[src/rtl/muldiv_unit.sv]
// muldiv_unit: multi-cycle RV32M execution unit.
// Multiplies go through a registered multiplier stage held for MUL_LAT cycles.
// Divides use an iterative restoring divider producing one quotient bit per cycle.
// Divide-by-zero and signed overflow bypass the divider and finish in one cycle.
module muldiv_unit #(
    parameter int XLEN    = 32,
    parameter int MUL_LAT = 2
) (
    input  logic            CLK,
    input  logic            RESETn,
    input  logic            START,
    input  logic            KILL,
    input  logic [2:0]      FUNCT3,
    input  logic [XLEN-1:0] DATA1,
    input  logic [XLEN-1:0] DATA2,
    output logic            BUSY,
    output logic            VALID,
    output logic [XLEN-1:0] RESULT
);

    localparam int CMAX = (XLEN > MUL_LAT) ? XLEN : MUL_LAT;
    localparam int CW   = $clog2(CMAX + 1);
    localparam logic [XLEN-1:0] MIN_NEG = {1'b1, {(XLEN-1){1'b0}}};

    typedef enum logic [1:0] {S_IDLE, S_MUL, S_DIV, S_DONE} state_t;

    state_t          state_q, state_d;
    logic [CW-1:0]   cnt_q, cnt_d;
    logic [2:0]      op_q, op_d;
    logic [XLEN-1:0] a_q, a_d;
    logic [XLEN-1:0] b_q, b_d;
    logic [XLEN-1:0] rem_q, rem_d;
    logic [XLEN-1:0] quo_q, quo_d;
    logic            qneg_q, qneg_d;
    logic            rneg_q, rneg_d;
    logic [XLEN-1:0] result_q, result_d;

    // Operand decode for a newly requested divide
    logic            in_sdiv, d1_neg, d2_neg, in_ovf;
    logic [XLEN-1:0] d1_mag, d2_mag;

    // Multiplier datapath
    logic            ma_sgn, mb_sgn;
    logic [XLEN:0]   mul_a, mul_b;
    logic [2*XLEN-1:0] prod;

    // One restoring-division step
    logic [XLEN:0]   shifted;
    logic [XLEN-1:0] diff, div_rem, div_quo;
    logic            ge;

    // Combinational datapaths: accept-time decode, product, divider step
    always_comb begin
        in_sdiv = ~FUNCT3[0];
        d1_neg  = in_sdiv & DATA1[XLEN-1];
        d2_neg  = in_sdiv & DATA2[XLEN-1];
        d1_mag  = d1_neg ? ('0 - DATA1) : DATA1;
        d2_mag  = d2_neg ? ('0 - DATA2) : DATA2;
        in_ovf  = in_sdiv & (DATA1 == MIN_NEG) & (DATA2 == '1);

        ma_sgn  = (op_q == 3'b000) | (op_q == 3'b001) | (op_q == 3'b010);
        mb_sgn  = (op_q == 3'b000) | (op_q == 3'b001);
        mul_a   = {ma_sgn & a_q[XLEN-1], a_q};
        mul_b   = {mb_sgn & b_q[XLEN-1], b_q};
        // Extending both (XLEN+1)-bit operands to 2*XLEN keeps the truncated product exact
        prod    = {{(XLEN-1){mul_a[XLEN]}}, mul_a} * {{(XLEN-1){mul_b[XLEN]}}, mul_b};

        shifted = {rem_q, quo_q[XLEN-1]};
        ge      = (shifted >= {1'b0, b_q});
        // When ge holds the true difference is below b_q, so XLEN bits suffice
        diff    = shifted[XLEN-1:0] - b_q;
        div_rem = ge ? diff : shifted[XLEN-1:0];
        div_quo = {quo_q[XLEN-2:0], ge};
    end

    // Next-state logic: FSM sequencing, operand capture and result update
    always_comb begin
        state_d  = state_q;
        cnt_d    = cnt_q;
        op_d     = op_q;
        a_d      = a_q;
        b_d      = b_q;
        rem_d    = rem_q;
        quo_d    = quo_q;
        qneg_d   = qneg_q;
        rneg_d   = rneg_q;
        result_d = result_q;

        unique case (state_q)
            S_IDLE: begin
                if (START && !KILL) begin
                    op_d = FUNCT3;
                    if (!FUNCT3[2]) begin
                        a_d     = DATA1;
                        b_d     = DATA2;
                        cnt_d   = CW'(MUL_LAT - 1);
                        state_d = S_MUL;
                    end else if (DATA2 == '0) begin
                        result_d = FUNCT3[1] ? DATA1 : '1;
                        state_d  = S_DONE;
                    end else if (in_ovf) begin
                        result_d = FUNCT3[1] ? '0 : DATA1;
                        state_d  = S_DONE;
                    end else begin
                        quo_d   = d1_mag;
                        b_d     = d2_mag;
                        rem_d   = '0;
                        qneg_d  = d1_neg ^ d2_neg;
                        rneg_d  = d1_neg;
                        cnt_d   = CW'(XLEN - 1);
                        state_d = S_DIV;
                    end
                end
            end
            S_MUL: begin
                if (cnt_q == '0) begin
                    result_d = (op_q == 3'b000) ? prod[XLEN-1:0] : prod[2*XLEN-1:XLEN];
                    state_d  = S_DONE;
                end else begin
                    cnt_d = cnt_q - 1'b1;
                end
            end
            S_DIV: begin
                rem_d = div_rem;
                quo_d = div_quo;
                if (cnt_q == '0) begin
                    // Sign correction is folded into the final iteration's write-back
                    if (op_q[1]) result_d = rneg_q ? ('0 - div_rem) : div_rem;
                    else         result_d = qneg_q ? ('0 - div_quo) : div_quo;
                    state_d = S_DONE;
                end else begin
                    cnt_d = cnt_q - 1'b1;
                end
            end
            S_DONE: begin
                state_d = S_IDLE;
            end
            default: begin
                state_d = S_IDLE;
            end
        endcase

        // Flush wins over any completion in the same cycle
        if (KILL && (state_q != S_IDLE)) begin
            state_d  = S_IDLE;
            result_d = result_q;
        end
    end

    // State and datapath registers with asynchronous active-low reset
    always_ff @(posedge CLK or negedge RESETn) begin
        if (!RESETn) begin
            state_q  <= S_IDLE;
            cnt_q    <= '0;
            op_q     <= '0;
            a_q      <= '0;
            b_q      <= '0;
            rem_q    <= '0;
            quo_q    <= '0;
            qneg_q   <= 1'b0;
            rneg_q   <= 1'b0;
            result_q <= '0;
        end else begin
            state_q  <= state_d;
            cnt_q    <= cnt_d;
            op_q     <= op_d;
            a_q      <= a_d;
            b_q      <= b_d;
            rem_q    <= rem_d;
            quo_q    <= quo_d;
            qneg_q   <= qneg_d;
            rneg_q   <= rneg_d;
            result_q <= result_d;
        end
    end

    assign BUSY   = (state_q != S_IDLE);
    assign VALID  = (state_q == S_DONE);
    assign RESULT = result_q;

endmodule

[config.mk]
export PLATFORM = sky130hd
export DESIGN_NAME = muldiv_unit
export DESIGN_NICKNAME = d
export VERILOG_FILES = /design/src/rtl/muldiv_unit.sv
export SDC_FILE = /design/constraint.sdc
export NUM_CORES = 2
export LEC_CHECK = 0
export BUFFER_PORTS_ARGS = -buffer_cell sky130_fd_sc_hd__buf_2
export CORE_ASPECT_RATIO = 0.75
export CORE_UTILIZATION = 65
export DETAILED_ROUTE_END_ITERATION = 12
export PLACE_DENSITY = 0.93
export SLEW_MARGIN = 5
export SYNTH_ARGS = -nofsm -noshare
export SYNTH_HDL_FRONTEND = slang
export SYNTH_SLANG_ARGS = --single-unit
[constraint.sdc]
create_clock -name CLK -period 14.2 [get_ports CLK]
set_input_delay 2.13 -clock CLK [delete_from_list [all_inputs] [get_ports CLK]]
set_output_delay 2.13 -clock CLK [all_outputs]
set_load 0.01 [all_outputs]
==> metrics.md <==
| Metric | Value |
|---|---|
| Clk buf depth | `2` |
| H-tree depth | `4` |
| Mean Syn Cell Area | `between 8 and 9 µm²` |
| RSZ-0062 raised after global routing | `no` |
| CTS Hold Bufs | `0` |
| Core area | `between 0.07 and 0.08 mm²` |
| Sequential cell area | `0.00434 mm²` |
| Cell mode on critical path | `fa_1` |
| Core Rows | `89` |
| Worst R2R Setup Slack | `approximately 3.4 ns` |
| Cells after Synth | `approximately 6.0k` |
| IO Pins | `105` |
| Die Footprint | `0.0810 mm²` |
| Final wirelength | `169 mm` |
| Post-CTS Setup Inserts | `0` |
| Via density | `6.28` |
| Via count | `between 40k and 50k` |
| CP max-delay cell | `dfrtp_1` |
| DRT iter0 DRCs | `roughly 5.4k` |
| Post-synth EDFFs | `0` |
| Relative slew slack | `between 15 and 20%` |
| Reg-to-Reg Start | `a_q[31]$_DFFE_PN0P_` |
| Final cycle utilization of the critical path | `76.3%` |
| Critical Path End | `RESULT[30]$_DFFE_PN0P_` |
| Layout Nets | `around 7.3k` |
| #FFs+latches synth | `173` |
| Vias in the first global route | `approximately 46k` |
| Slew Limit Fails | `0` |
| Num CTS Buffers | `17` |
| CP max FO | `31` |
| Fin area | `0.0537 mm²` |
| Clock tree sinks | `approximately 170` |
| WS Path Type | `reg -> reg` |
| Crit-path max cell delay | `1.11 ns` |
| Worst-Margin Slew | `approximately 1.2 ns` |
| Top cell type's share of synthesized area | `between 40% and 50%` |
| Synth Net Count | `roughly 7.5k` |
| Placed cells | `6923` |
| # fillers | `about 6k` |
| Drt pass-1 iters | `7` |
| IO buf count | `104` |
| Final std cells w/o fill | `6961` |
| Clock slew at reported path FFs | `roughly 0.080 ns` |
| Status | `finished clean` |
| Largest net degree at the start of global routing | `97` |
| Synth cell types | `between 90 and 100` |
| Root buffer cell | `clkbuf_16` |
| Post-synthesis sequential area ratio | `between 8 and 9%` |
| Area of the multi-input gates | `a little over 0.04 mm²` |
| Crit. End Element | `flip-flop` |
| DRC errors left | `0` |
| Max Cap Violations | `0` |
| Post_cts resized | `0` |
| Endpoints failing hold | `0` |
| Initial antenna violation count | `10` |
| Dominant cell type by area after synthesis | `fa_1` |
| Global-route wire length before repair | `between 200 and 300 mm` |
| Chip height | `247 µm` |
| Worst Hold Class | `reg -> reg` |
| Worst Setup Start Kind | `flip-flop` |
| Fraction of layout cells with a size suffix above 1 | `between 5 and 6%` |
| Die width | `328 µm` |
| TritonCTS clock tree | `done` |
| Total number of yosys warnings | `0` |
| Final TNS setup | `0 ns` |
| Crit path from | `a_q[31]$_DFFE_PN0P_` |
| Critical Path RT | `14.52 ns` |
| Synth Flop Type | `dfrtp_1` |
| Detail Placement HPWL | `136 mm` |
| WL/cell | `around 24 µm` |
| Routability cong. | `approximately 1.1` |
| Initial Utilization | `approximately 66%` |
| Async SR Flop Fraction | `between 90% and 100%` |
| Setup Skew | `between 0.01 and 0.015 ns` |
| Syn Std Cell Area | `just over 0.05 mm²` |
| CP arrival | `between 10 and 15 ns` |
| Antenna Nets Post-Route | `0` |
| Clk Latency, worst-skew pair | `approximately 0.47 ns` |
| Overflow after GRT | `0` |
| R2R depth | `30` |
| Placed instance area | `between 0.05 and 0.06 mm²` |
| Clock period minus final worst setup slack | `10.84 ns` |
| Layout area overhead | `3.52%` |
| Top cells by area, synth | `fa_1, inv_1, dfrtp_1` |
| Crit Reg-Reg Endpoint | `RESULT[30]$_DFFE_PN0P_` |
| FMAX | `slightly above 0.09 GHz` |
| Endpoints failing setup | `0` |
| All-Layer GR Usage | `a little over two fifths` |
[flip-flops by register name (all words and copies together) (netlist names)]
signal / flops
cnt_q: 6
rneg_q: 1
a_q: 32
b_q: 32
rem_q: 32
op_q: 3
qneg_q: 1
RESULT: 32
state_q: 2
quo_q: 32
[synthesized netlist by cell type, types with 43 or more instances]
| cell | instances |
|---|---|
| clkbuf_1 | 314 |
| inv_1 | 1258 |
| and2_1 | 282 |
| xor2_1 | 86 |
| nor3_1 | 54 |
| nand3_1 | 52 |
| nand2_1 | 1042 |
| nor2_1 | 216 |
| xnor2_1 | 112 |
| o21ai_0 | 220 |
| a21o_1 | 43 |
| a21oi_1 | 197 |
| o31ai_1 | 52 |
| ha_1 | 255 |
| dfrtp_1 | 173 |
| mux2_2 | 43 |
| fa_1 | 1126 |
[metal layers]
metal / GRT usage [%] / wire length, µm / up-vias
met3: 14.8 / 24900 / 646
met5: 2.36 / 238 / -
met4: 19.5 / 8820 / 8
li1: - / - / 18100
met2: 63.1 / 72200 / 3228
met1: 57.5 / 62800 / 21800
[cells by family (layout without fill, tap and decap cells)]
family                   Yosys count  after routing  share of synthesized area (%)
other                              0              6                              0
multiplexers                      69             69                           1.43
adder cells (fa/ha/maj)         1394           1394                           49.9
flip-flops                       173            173                           8.34
XOR/XNOR                         198            198                           3.34
AO/OA/AOI/OAI                    766            766                           9.35
AND/OR/NAND/NOR                 1825           1825                           16.0
buffers and inverters           1607           1484                           11.7
[layout by cell type (no fill, tap or decap), types with 52 or more instances in the layout]
| cell | count |
|---|---|
| a21oi_1 | 196 |
| and2_1 | 282 |
| buf_2 | 103 |
| buf_4 | 87 |
| dfrtp_1 | 167 |
| fa_1 | 1126 |
| ha_1 | 254 |
| inv_1 | 1258 |
| nand2_1 | 1042 |
| nand3_1 | 52 |
| nor2_1 | 214 |
| nor3_1 | 52 |
| o21ai_0 | 220 |
| o31ai_1 | 52 |
| xnor2_1 | 112 |
| xor2_1 | 86 |
[cell type report]
type	instances	share of cell area, %
multi-input combinational	4252	77.3
inverter	1261	8.81
sequential	173	8.07
tap	1046	2.44
timing repair buffer	191	2.20
clock buffer	18	0.799
clock inverter	14	0.321
antenna	6	0.0280
[stage by stage]
step / utilization (%) / setup slack (ns) / hold WS (ns)
global placement: 67.3 / 3.78 / 0.467
finish: 68.1 / 3.36 / 0.501
floorplan: - / 5.30 / 0.474
CTS: 68.1 / 3.48 / 0.503
global route: 68.1 / 2.81 / 0.519
detailed placement: 67.3 / 3.50 / 0.487
[worst min-delay path by stage]
| stage | end | from | depth (start not counted) | slack (ns) |
|---|---|---|---|---|
| floorplan | rem_q[28]$_DFFE_PN0P_ | rem_q[28]$_DFFE_PN0P_ | 2 | 0.47 |
| global placement | RESULT[3]$_DFFE_PN0P_ | RESULT[3]$_DFFE_PN0P_ | 2 | 0.47 |
| detailed placement | RESULT[13]$_DFFE_PN0P_ | RESULT[13]$_DFFE_PN0P_ | 2 | 0.49 |
| CTS | RESULT[13]$_DFFE_PN0P_ | RESULT[13]$_DFFE_PN0P_ | 2 | 0.50 |
| global route | RESULT[13]$_DFFE_PN0P_ | RESULT[13]$_DFFE_PN0P_ | 2 | 0.52 |
| finish | RESULT[10]$_DFFE_PN0P_ | RESULT[10]$_DFFE_PN0P_ | 2 | 0.50 |
[critical path: cells and delay by family, from the launching register on]
kind | cells | cell delay (ns)
adder cells (fa/ha/maj) | 9 | 4.58
AND/OR/NAND/NOR | 6 | 1.19
AO/OA/AOI/OAI | 7 | 1.76
buffers and inverters | 8 | 2.01
flip-flops | 1 | 1.11
Power is left out: the tool's default activity adds up to more than one toggle a clock period on the data nets, which glitch-free logic cannot reach.
